===== src/rtl/mix_columns_seq.sv =====
// rtl/mix_columns_seq.sv - sequential AES MixColumns, COLS_PER_CYCLE columns per clock
//
// Ports:
//   clk        clock, all logic on posedge
//   rst_n      synchronous active-low reset
//   text_sr    16-byte input state from ShiftRows (byte index = 4*col + row)
//   enbmc      1 = apply MixColumns, 0 = pass through (sampled on accept)
//   in_valid   text_sr/enbmc valid
//   in_ready   block can accept a state (IDLE)
//   text_mc    16-byte output state, updated only on entering DONE
//   out_valid  text_mc valid (DONE)
//   out_ready  consumer accepts text_mc
module mix_columns_seq #(
    parameter int COLS_PER_CYCLE = 1
) (
    input  logic       clk,
    input  logic       rst_n,
    input  logic [7:0] text_sr [15:0],
    input  logic       enbmc,
    input  logic       in_valid,
    output logic       in_ready,
    output logic [7:0] text_mc [15:0],
    output logic       out_valid,
    input  logic       out_ready
);

    generate
        if (!(COLS_PER_CYCLE == 1 || COLS_PER_CYCLE == 2 || COLS_PER_CYCLE == 4)) begin : g_bad_cols
            $error("mix_columns_seq: COLS_PER_CYCLE must be 1, 2 or 4");
        end
    endgenerate

    // Column index of the last BUSY step; the step width wraps to 0 when C = 4.
    localparam logic [1:0] LAST_COL = 2'(4 - COLS_PER_CYCLE);
    localparam logic [1:0] COL_STEP = 2'(COLS_PER_CYCLE);

    typedef enum logic [1:0] {
        IDLE = 2'd0,
        BUSY = 2'd1,
        DONE = 2'd2
    } state_t;

    state_t     state_q;
    logic [1:0] col_q;
    logic [7:0] data_q    [15:0];
    logic [7:0] data_d    [15:0];
    logic [7:0] text_mc_q [15:0];
    logic       out_valid_q;
    logic       in_ready_q;

    logic [3:0]  base;
    logic [31:0] col_res;

    function automatic logic [7:0] xtime(input logic [7:0] b);
        return {b[6:0], 1'b0} ^ (b[7] ? 8'h1b : 8'h00);
    endfunction

    function automatic logic [7:0] mul3(input logic [7:0] b);
        return xtime(b) ^ b;
    endfunction

    // Returns {r3, r2, r1, r0} for one column a0..a3 (rows 0..3).
    function automatic logic [31:0] mix_column(input logic [7:0] a0, input logic [7:0] a1,
                                               input logic [7:0] a2, input logic [7:0] a3);
        logic [7:0] r0, r1, r2, r3;
        r0 = xtime(a0) ^ mul3(a1) ^ a2 ^ a3;
        r1 = a0 ^ xtime(a1) ^ mul3(a2) ^ a3;
        r2 = a0 ^ a1 ^ xtime(a2) ^ mul3(a3);
        r3 = mul3(a0) ^ a1 ^ a2 ^ xtime(a3);
        return {r3, r2, r1, r0};
    endfunction

    // Transform columns col_q .. col_q+C-1 in place; the rest keep their values.
    always_comb begin
        data_d  = data_q;
        base    = '0;
        col_res = '0;
        for (int k = 0; k < COLS_PER_CYCLE; k++) begin
            base    = {col_q + 2'(k), 2'b00};
            col_res = mix_column(data_q[base], data_q[base + 4'd1],
                                 data_q[base + 4'd2], data_q[base + 4'd3]);
            data_d[base]        = col_res[7:0];
            data_d[base + 4'd1] = col_res[15:8];
            data_d[base + 4'd2] = col_res[23:16];
            data_d[base + 4'd3] = col_res[31:24];
        end
    end

    always_ff @(posedge clk) begin
        if (!rst_n) begin
            state_q     <= IDLE;
            col_q       <= '0;
            out_valid_q <= 1'b0;
            in_ready_q  <= 1'b1;
            for (int i = 0; i < 16; i++) begin
                data_q[i]    <= 8'h00;
                text_mc_q[i] <= 8'h00;
            end
        end else begin
            case (state_q)
                IDLE: begin
                    if (in_valid) begin
                        for (int i = 0; i < 16; i++) begin
                            data_q[i] <= text_sr[i];
                        end
                        in_ready_q <= 1'b0;
                        if (enbmc) begin
                            state_q <= BUSY;
                            col_q   <= '0;
                        end else begin
                            // Bypass: the untouched input is the final state.
                            state_q     <= DONE;
                            out_valid_q <= 1'b1;
                            for (int i = 0; i < 16; i++) begin
                                text_mc_q[i] <= text_sr[i];
                            end
                        end
                    end
                end
                BUSY: begin
                    data_q <= data_d;
                    if (col_q == LAST_COL) begin
                        state_q     <= DONE;
                        col_q       <= '0;
                        out_valid_q <= 1'b1;
                        text_mc_q   <= data_d;
                    end else begin
                        col_q <= col_q + COL_STEP;
                    end
                end
                DONE: begin
                    if (out_ready) begin
                        state_q     <= IDLE;
                        out_valid_q <= 1'b0;
                        in_ready_q  <= 1'b1;
                    end
                end
                default: begin
                    state_q     <= IDLE;
                    col_q       <= '0;
                    out_valid_q <= 1'b0;
                    in_ready_q  <= 1'b1;
                end
            endcase
        end
    end

    assign in_ready  = in_ready_q;
    assign out_valid = out_valid_q;
    assign text_mc   = text_mc_q;

endmodule

===== config.mk =====
export PLATFORM = sky130hd
export DESIGN_NAME = mix_columns_seq
export DESIGN_NICKNAME = d
export VERILOG_FILES = /design/src/rtl/mix_columns_seq.sv
export SDC_FILE = /design/constraint.sdc
export NUM_CORES = 1
export LEC_CHECK = 0
export ABC_AREA = 1
export CORE_AREA = 5 5 241 243
export CTS_CLUSTER_DIAMETER = 40
export CTS_CLUSTER_SIZE = 20
export DETAILED_ROUTE_END_ITERATION = 10
export DIE_AREA = 0 0 246 248
export HOLD_SLACK_MARGIN = 0.05
export PLACE_DENSITY_LB_ADDON = 0.05
export SLEW_MARGIN = 0
export SYNTH_ARGS = -nofsm -noshare
export SYNTH_HDL_FRONTEND = slang
export SYNTH_SLANG_ARGS = --single-unit

===== constraint.sdc =====
create_clock -name clk -period 4.65 [get_ports clk]
set_input_delay 1.1625 -clock clk [delete_from_list [all_inputs] [get_ports clk]]
set_output_delay 1.1625 -clock clk [all_outputs]
set_load 0.05 [all_outputs]

# Word level (Yosys, flattened, before mapping)
# Index checks and enable logic that the tools add are counted.
op_classes:
  n_addsub: 4
  mul: 0
  div_mod_pow: 0
  order_cmp: 8
  n_eq_ne: 8
  shift: 0
  n_mux: 47
  bitwise: 22
  reduce_logical: 12
ops:
  columns: ["operator", "n"]
  rows:
  - ["128-bit bitwise mux", 4]
  - ["128-bit 2-to-1 mux", 4]
  - ["128-bit case mux with 2 select lines", 2]
  - ["8-bit XOR", 16]
  - ["8-bit binary-select mux with 4-bit select", 3]
  - ["8-bit demux with 4-bit select", 3]
  - ["8-bit 2-to-1 mux", 8]
  - ["8-bit by 5-bit XOR with 8-bit output", 4]
  - ["4-bit by 5-bit < comparator with 1-bit output (second input constant)", 4]
  - ["5-bit 2-to-1 mux", 4]
  - ["8-bit binary-select mux with 2-bit select", 1]
  - ["8-bit demux with 2-bit select", 1]
  - ["4-bit by 1-bit greater-or-equal comparator with 1-bit output (second input constant)", 4]
  - ["2-bit 2-to-1 mux", 7]
  - ["2-bit case mux with 3 select lines", 2]
  - ["2-bit inequality test (second input constant)", 5]
  - ["3-bit AND reduction", 3]
  - ["4-bit by 2-bit adder with 4-bit output (second input constant)", 2]
  - ["4-bit AND reduction", 2]
  - ["1-bit 2-to-1 mux", 6]
  - ["1-bit case mux with 3 select lines", 2]
  - ["4-bit by 1-bit adder with 4-bit output (second input constant)", 1]
  - ["2-bit == test (second input constant)", 2]
  - ["1-bit logical AND", 4]
  - ["6 further kinds", 7]
totals:
  register_bits: 262
  latchBits: 0
  ram_bits: 0
  rom_bits: 0
  wordCells: 137
  n_memories: 0

# Logic depth before layout (Yosys ltp)
depth:
  depth_word: 15
  depth_mapped: 18
  depth_no_buf: 17

# Worst setup path before layout
# No wires, ideal clock.
synth_path:
  path_kind: "input -> register"
  startpoint: "input out_ready"
  endpoint: "register text_mc_q, in the netlist text_mc[98]"
  arrival_ns: 2.336
  path_slack_ns: 2.197
  stages: 10
  cell_sequence: "nor3_1 > inv_1 > o21ai_0 > a211o_1 > nor2_1 > buf_2 > buf_2 > nand3_1 > o211ai_1 > inv_1"
synth_rtl:
  columns: ["item", "line", "text"]
  rows:
  - ["start, declared", "24", "input logic out_ready"]
  - ["end signal, assigned by index", "115", "text_mc_q[i] <= text_sr[i];"]
  - ["end signal, assigned", "126", "text_mc_q <= data_d;"]
  - ["end, declared", "47", "logic [7:0] text_mc_q [15:0];"]

# Final worst setup path
layout_path:
  startpoint: "register col_q[0]"
  endpoint: "register data_q[76] (netlist name)"
layout_between:
  elab_chain_len: 14
  word_cells_on_any_way: 55
layout_lines:
  columns: ["item", "line", "text"]
  rows:
  - ["start, declared", "44", "logic [1:0] col_q;"]
  - ["start signal, assigned", "128", "col_q <= col_q + COL_STEP;"]
  - ["4-bit by 1-bit adder with 4-bit output", "80, 83", null]
  - ["8-bit binary-select mux with 4-bit select", "80", "col_res = mix_column(data_q[base], data_q[base + 4'd1],"]
  - ["8-bit 2-to-1 mux (implied by the code)", "80", null]
  - ["5-bit 2-to-1 mux", "55", "return {b[6:0], 1'b0} ^ (b[7] ? 8'h1b : 8'h00);"]
  - ["8-bit by 5-bit XOR with 8-bit output", "55", null]
  - ["8-bit XOR", "59", "return xtime(b) ^ b;"]
  - ["8-bit XOR (3 in series)", "66", "r0 = xtime(a0) ^ mul3(a1) ^ a2 ^ a3;"]
  - ["128-bit bitwise mux", "82", "data_d[base] = col_res[7:0];"]
  - ["128-bit bitwise mux", "83", "data_d[base + 4'd1] = col_res[15:8];"]
  - ["128-bit bitwise mux", "84", "data_d[base + 4'd2] = col_res[23:16];"]
  - ["128-bit bitwise mux (*)", "85", "data_d[base + 4'd3] = col_res[31:24];"]
  - ["128-bit case mux with 2 select lines (*)", "100", "case (state_q)"]
  - ["end signal, assigned by index", "104", "data_q[i] <= text_sr[i];"]
  - ["end signal, assigned", "121", "data_q <= data_d;"]
  - ["end, declared", "45", "logic [7:0] data_q [15:0];"]
# Mark *: on every way between the ends. The rest lies on a longest branch, timed or not. The select of a mux whose other input is x is not followed.
# A chain may end at the register's enable or synchronous reset.

==> results.md <==
- Status: finished clean
- Hold Path Origin: out_valid$_SDFFE_PN0P_
- Unrepaired setup endpoints after global routing: false
- Post-CTS Setup Repair Bufs: 0
- Starting Density: 0.2965
- Clock skew: roughly 0.018 ns
- Layout cell share with drive strength beyond 1: 0.04796
- Crit Path Max Fanout: 41
- Period utilization: 0.7379
- Flops & latches, synth: roughly 260
- Syn Inst Count: between 2000 and 3000
- Core Rows: 87
- Root Buffer: clkbuf_16
- Vias after detailed routing: between 15000 and 20000
- Final total power: 17.47 mW
- Vias/cell: between 4 and 5
- WL per Instance: approximately 21 um
- Sequential-to-total area share from yosys stat: 0.3174
- CP Launch Type: flip-flop
- GPL Wtd Cong: a little over 0.9
- TritonCTS buffer count: 60
- Hold Buf Count CTS: 0
- Hold WC Path Type: flip-flop to flip-flop
- Fmax: between 200 and 300 MHz
- Storage cell area: between 5000 and 6000 sq um
- Endpoints failing setup: 0
- Worst reg-to-reg path cell count: 17
- GRT Residual Overflow: 0
- Vias in the first global route: 18170
- Core Util, Final: 0.3909
- Worst Tran Pin Value: 0.9219 ns
- Final hold viol count: 0
- Crit-path slowest cell: nand2_1
- Crit path top cell by count: nand2_1
- Hold Path End: out_valid$_SDFFE_PN0P_
- Area Growth Syn to Fin: 31.86%
- Num ports: between 200 and 300
- Area of the multi-input gates: 9052 sq um
- Hold path depth: 2
- Clock Latency Late Sink: between 0.6 and 0.7 ns
- TNS Setup: 0 ns
- Flop2flop setup slack: roughly 1.2 ns
- Sink Count: ~260
- Synth top area cells: dfxtp_1, nand2_1, nand3_1
- 1st-iter DRT viols: between 1500 and 2000
- Worst vdd ir: roughly 330 uV
- CP required: a little over 5 ns
- Worst r2r src: col_q[0]$_SDFFE_PN0P_
- R2r endpoint: data_q[76]$_SDFFE_PN0P_
- Lkg Pwr: 11.39 nW
- Clock slew at reported path FFs: ~0.050 ns
- Initial antenna violation count: 1
- Fillcell total: 6262
- H-tree depth: 2
- Final net count: between 3000 and 4000
- Min Tclk post-route: roughly 3.4 ns
- Remaining DRCs: 0
- DIE AREA: between 60000 and 70000 sq um
- Post-DP HPWL: ~60000 um
- Horiz. Die Dim: approximately 250 um
- Area leader, netlist: dfxtp_1
- Max-slew violations: 0
- Synth warnings: 0
- Clock Path Buffers: 3
- Total GRT Usage: 0.2556
- Syn Area/Cell: between 5 and 6 sq um
- Die Ht: about 250 um
- MaxCap Viol Count: 0
- Total core area: roughly 56000 sq um
- Crit-path max cell delay: about 0.5 ns
- Detailed-route wire length: slightly above 80000 um
- First-pass GRT wire length: approximately 120000 um
- Max-slew headroom: 0.3854
- Cell breakdown of the critical path: clkinv_2, buf_12, buf_4, nand2_1, nand3_1, nand2_1, nand2_1, nand2_1, nand2_1, nand2_1, nand2_1, nand2_1, nand2_1, nand2_1, nand3_1, nand2_1, inv_1
- Synth Net Count: 3059
- Pwr dens: approximately 800 nW/um^2
- Worst Setup End Kind: flip-flop
- Largest net degree at the start of global routing: 106
- Post-route ant nets: 0
- Top cell type's share of synthesized area: 0.3174
- Post-CTS sizing: 0
- Arrival time worst endpoint: 3.92 ns
- DR pass1 iterations: 5
- Unique masters post-synth: 27
- Synthesized area: 16520 sq um
- CP Class: flip-flop to flip-flop
- CTS tree: done
- IO Port Bufs: 262
flip-flops by register name (all words and copies together) (netlist names):
name       flops
data_q       128
text_mc      128
col_q          2
state_q        2
in_ready       1
out_valid      1
metal layers:
| metal | part of all wire | GRT usage |
|---|---|---|
| met1 | 0.46 | 0.3521 |
| met3 | 0.063 | 0.04168 |
| met5 | 0 | 0 |
| met4 | 0.028 | 0.07056 |
| met2 | 0.45 | 0.4164 |
synthesized netlist by cell type:
library cell	number
buf_4	11
nor2_1	252
nor2_2	1
nand3b_1	4
o211ai_1	14
inv_1	405
clkbuf_1	99
a31oi_1	1
o21a_1	17
nand2_2	3
buf_1	10
o21ai_1	4
a211o_1	1
a22oi_1	32
ha_1	4
inv_2	4
a21o_1	2
nor3_1	1
dfxtp_1	262
xnor2_1	8
nor3b_1	1
buf_2	41
nand3_1	442
nand2_1	1079
a21oi_1	204
o21ai_0	19
buf_6	1
worst max-delay path, delay by kind of cell (launching register included):
family	cells	cell delay, ns
buffers and inverters	4	0.91
DFF	1	0.35
and+or+nand+nor	13	2.02
kinds of logic (layout without fill, tap and decap cells):
kind of cell	count (synthesis)	after routing	share of synthesized area
flops	262	262	0.3174
other cells	0	1	0
fa+ha+maj	4	4	0.003029
xor+xnor	8	8	0.004241
compound gates	294	294	0.09920
simple gates	1783	1783	0.4403
buf+inv	571	818	0.1358
stage by stage:
stage	std cells	cell area [sq um]	hold WS, ns	setup WS [ns]
2_1_floorplan	2922	16520	0.4893	2.197
3_3_place_gp	3815	19820	0.4695	1.287
3_5_place_dp	3815	19820	0.4665	1.205
4_1_cts	3925	21790	0.4743	1.325
5_1_grt	3925	21790	0.4951	1.153
6_report	3926	21790	0.4747	1.219
area by class of cell:
| cell class | count | area share |
|---|---|---|
| multi-input cells | 2089 | 0.4155 |
| flip-flops and latches | 262 | 0.2408 |
| repair buffers | 299 | 0.1389 |
| clock buffers | 77 | 0.07649 |
| inverters | 409 | 0.07098 |
| well taps | 756 | 0.04341 |
| clock inverters | 33 | 0.01390 |
| diodes | 1 | 0.0001149 |
how the worst max path moves through the flow:
stage | start | endpoint | slack, ns | cells after the start
floorplan | out_ready | text_mc[98]$_SDFFE_PN0P_ | 2.20 | 10
global placement | out_ready | text_mc[80]$_SDFFE_PN0P_ | 1.29 | 11
detailed placement | out_ready | text_mc[80]$_SDFFE_PN0P_ | 1.20 | 11
CTS | col_q[0]$_SDFFE_PN0P_ | data_q[66]$_SDFFE_PN0P_ | 1.33 | 15
global route | col_q[0]$_SDFFE_PN0P_ | data_q[44]$_SDFFE_PN0P_ | 1.15 | 17
finish | col_q[0]$_SDFFE_PN0P_ | data_q[76]$_SDFFE_PN0P_ | 1.22 | 17
placed cells by master, fill, tap and decap left out, drive strengths merged, types with 2 or more instances in the layout:
cell,n
a21o,2
a21oi,204
a22oi,32
buf,37
bufinv,4
clkbuf,77
clkdlybuf4s50,262
clkinv,20
clkinvlp,6
dfxtp,262
ha,4
inv,412
nand2,1082
nand3,442
nand3b,4
nor2,253
o211ai,14
o21a,17
o21ai,23
xnor2,8
report_power, final:
| group | total, mW | switching [mW] | internal [mW] |
|---|---|---|---|
| combinational | 9.84 | 7.21 | 2.64 |
| sequential | 3.51 | 0.515 | 2.99 |
| clock | 4.12 | 1.40 | 2.72 |
No activity file was read; power rests on OpenSTA's default activity.
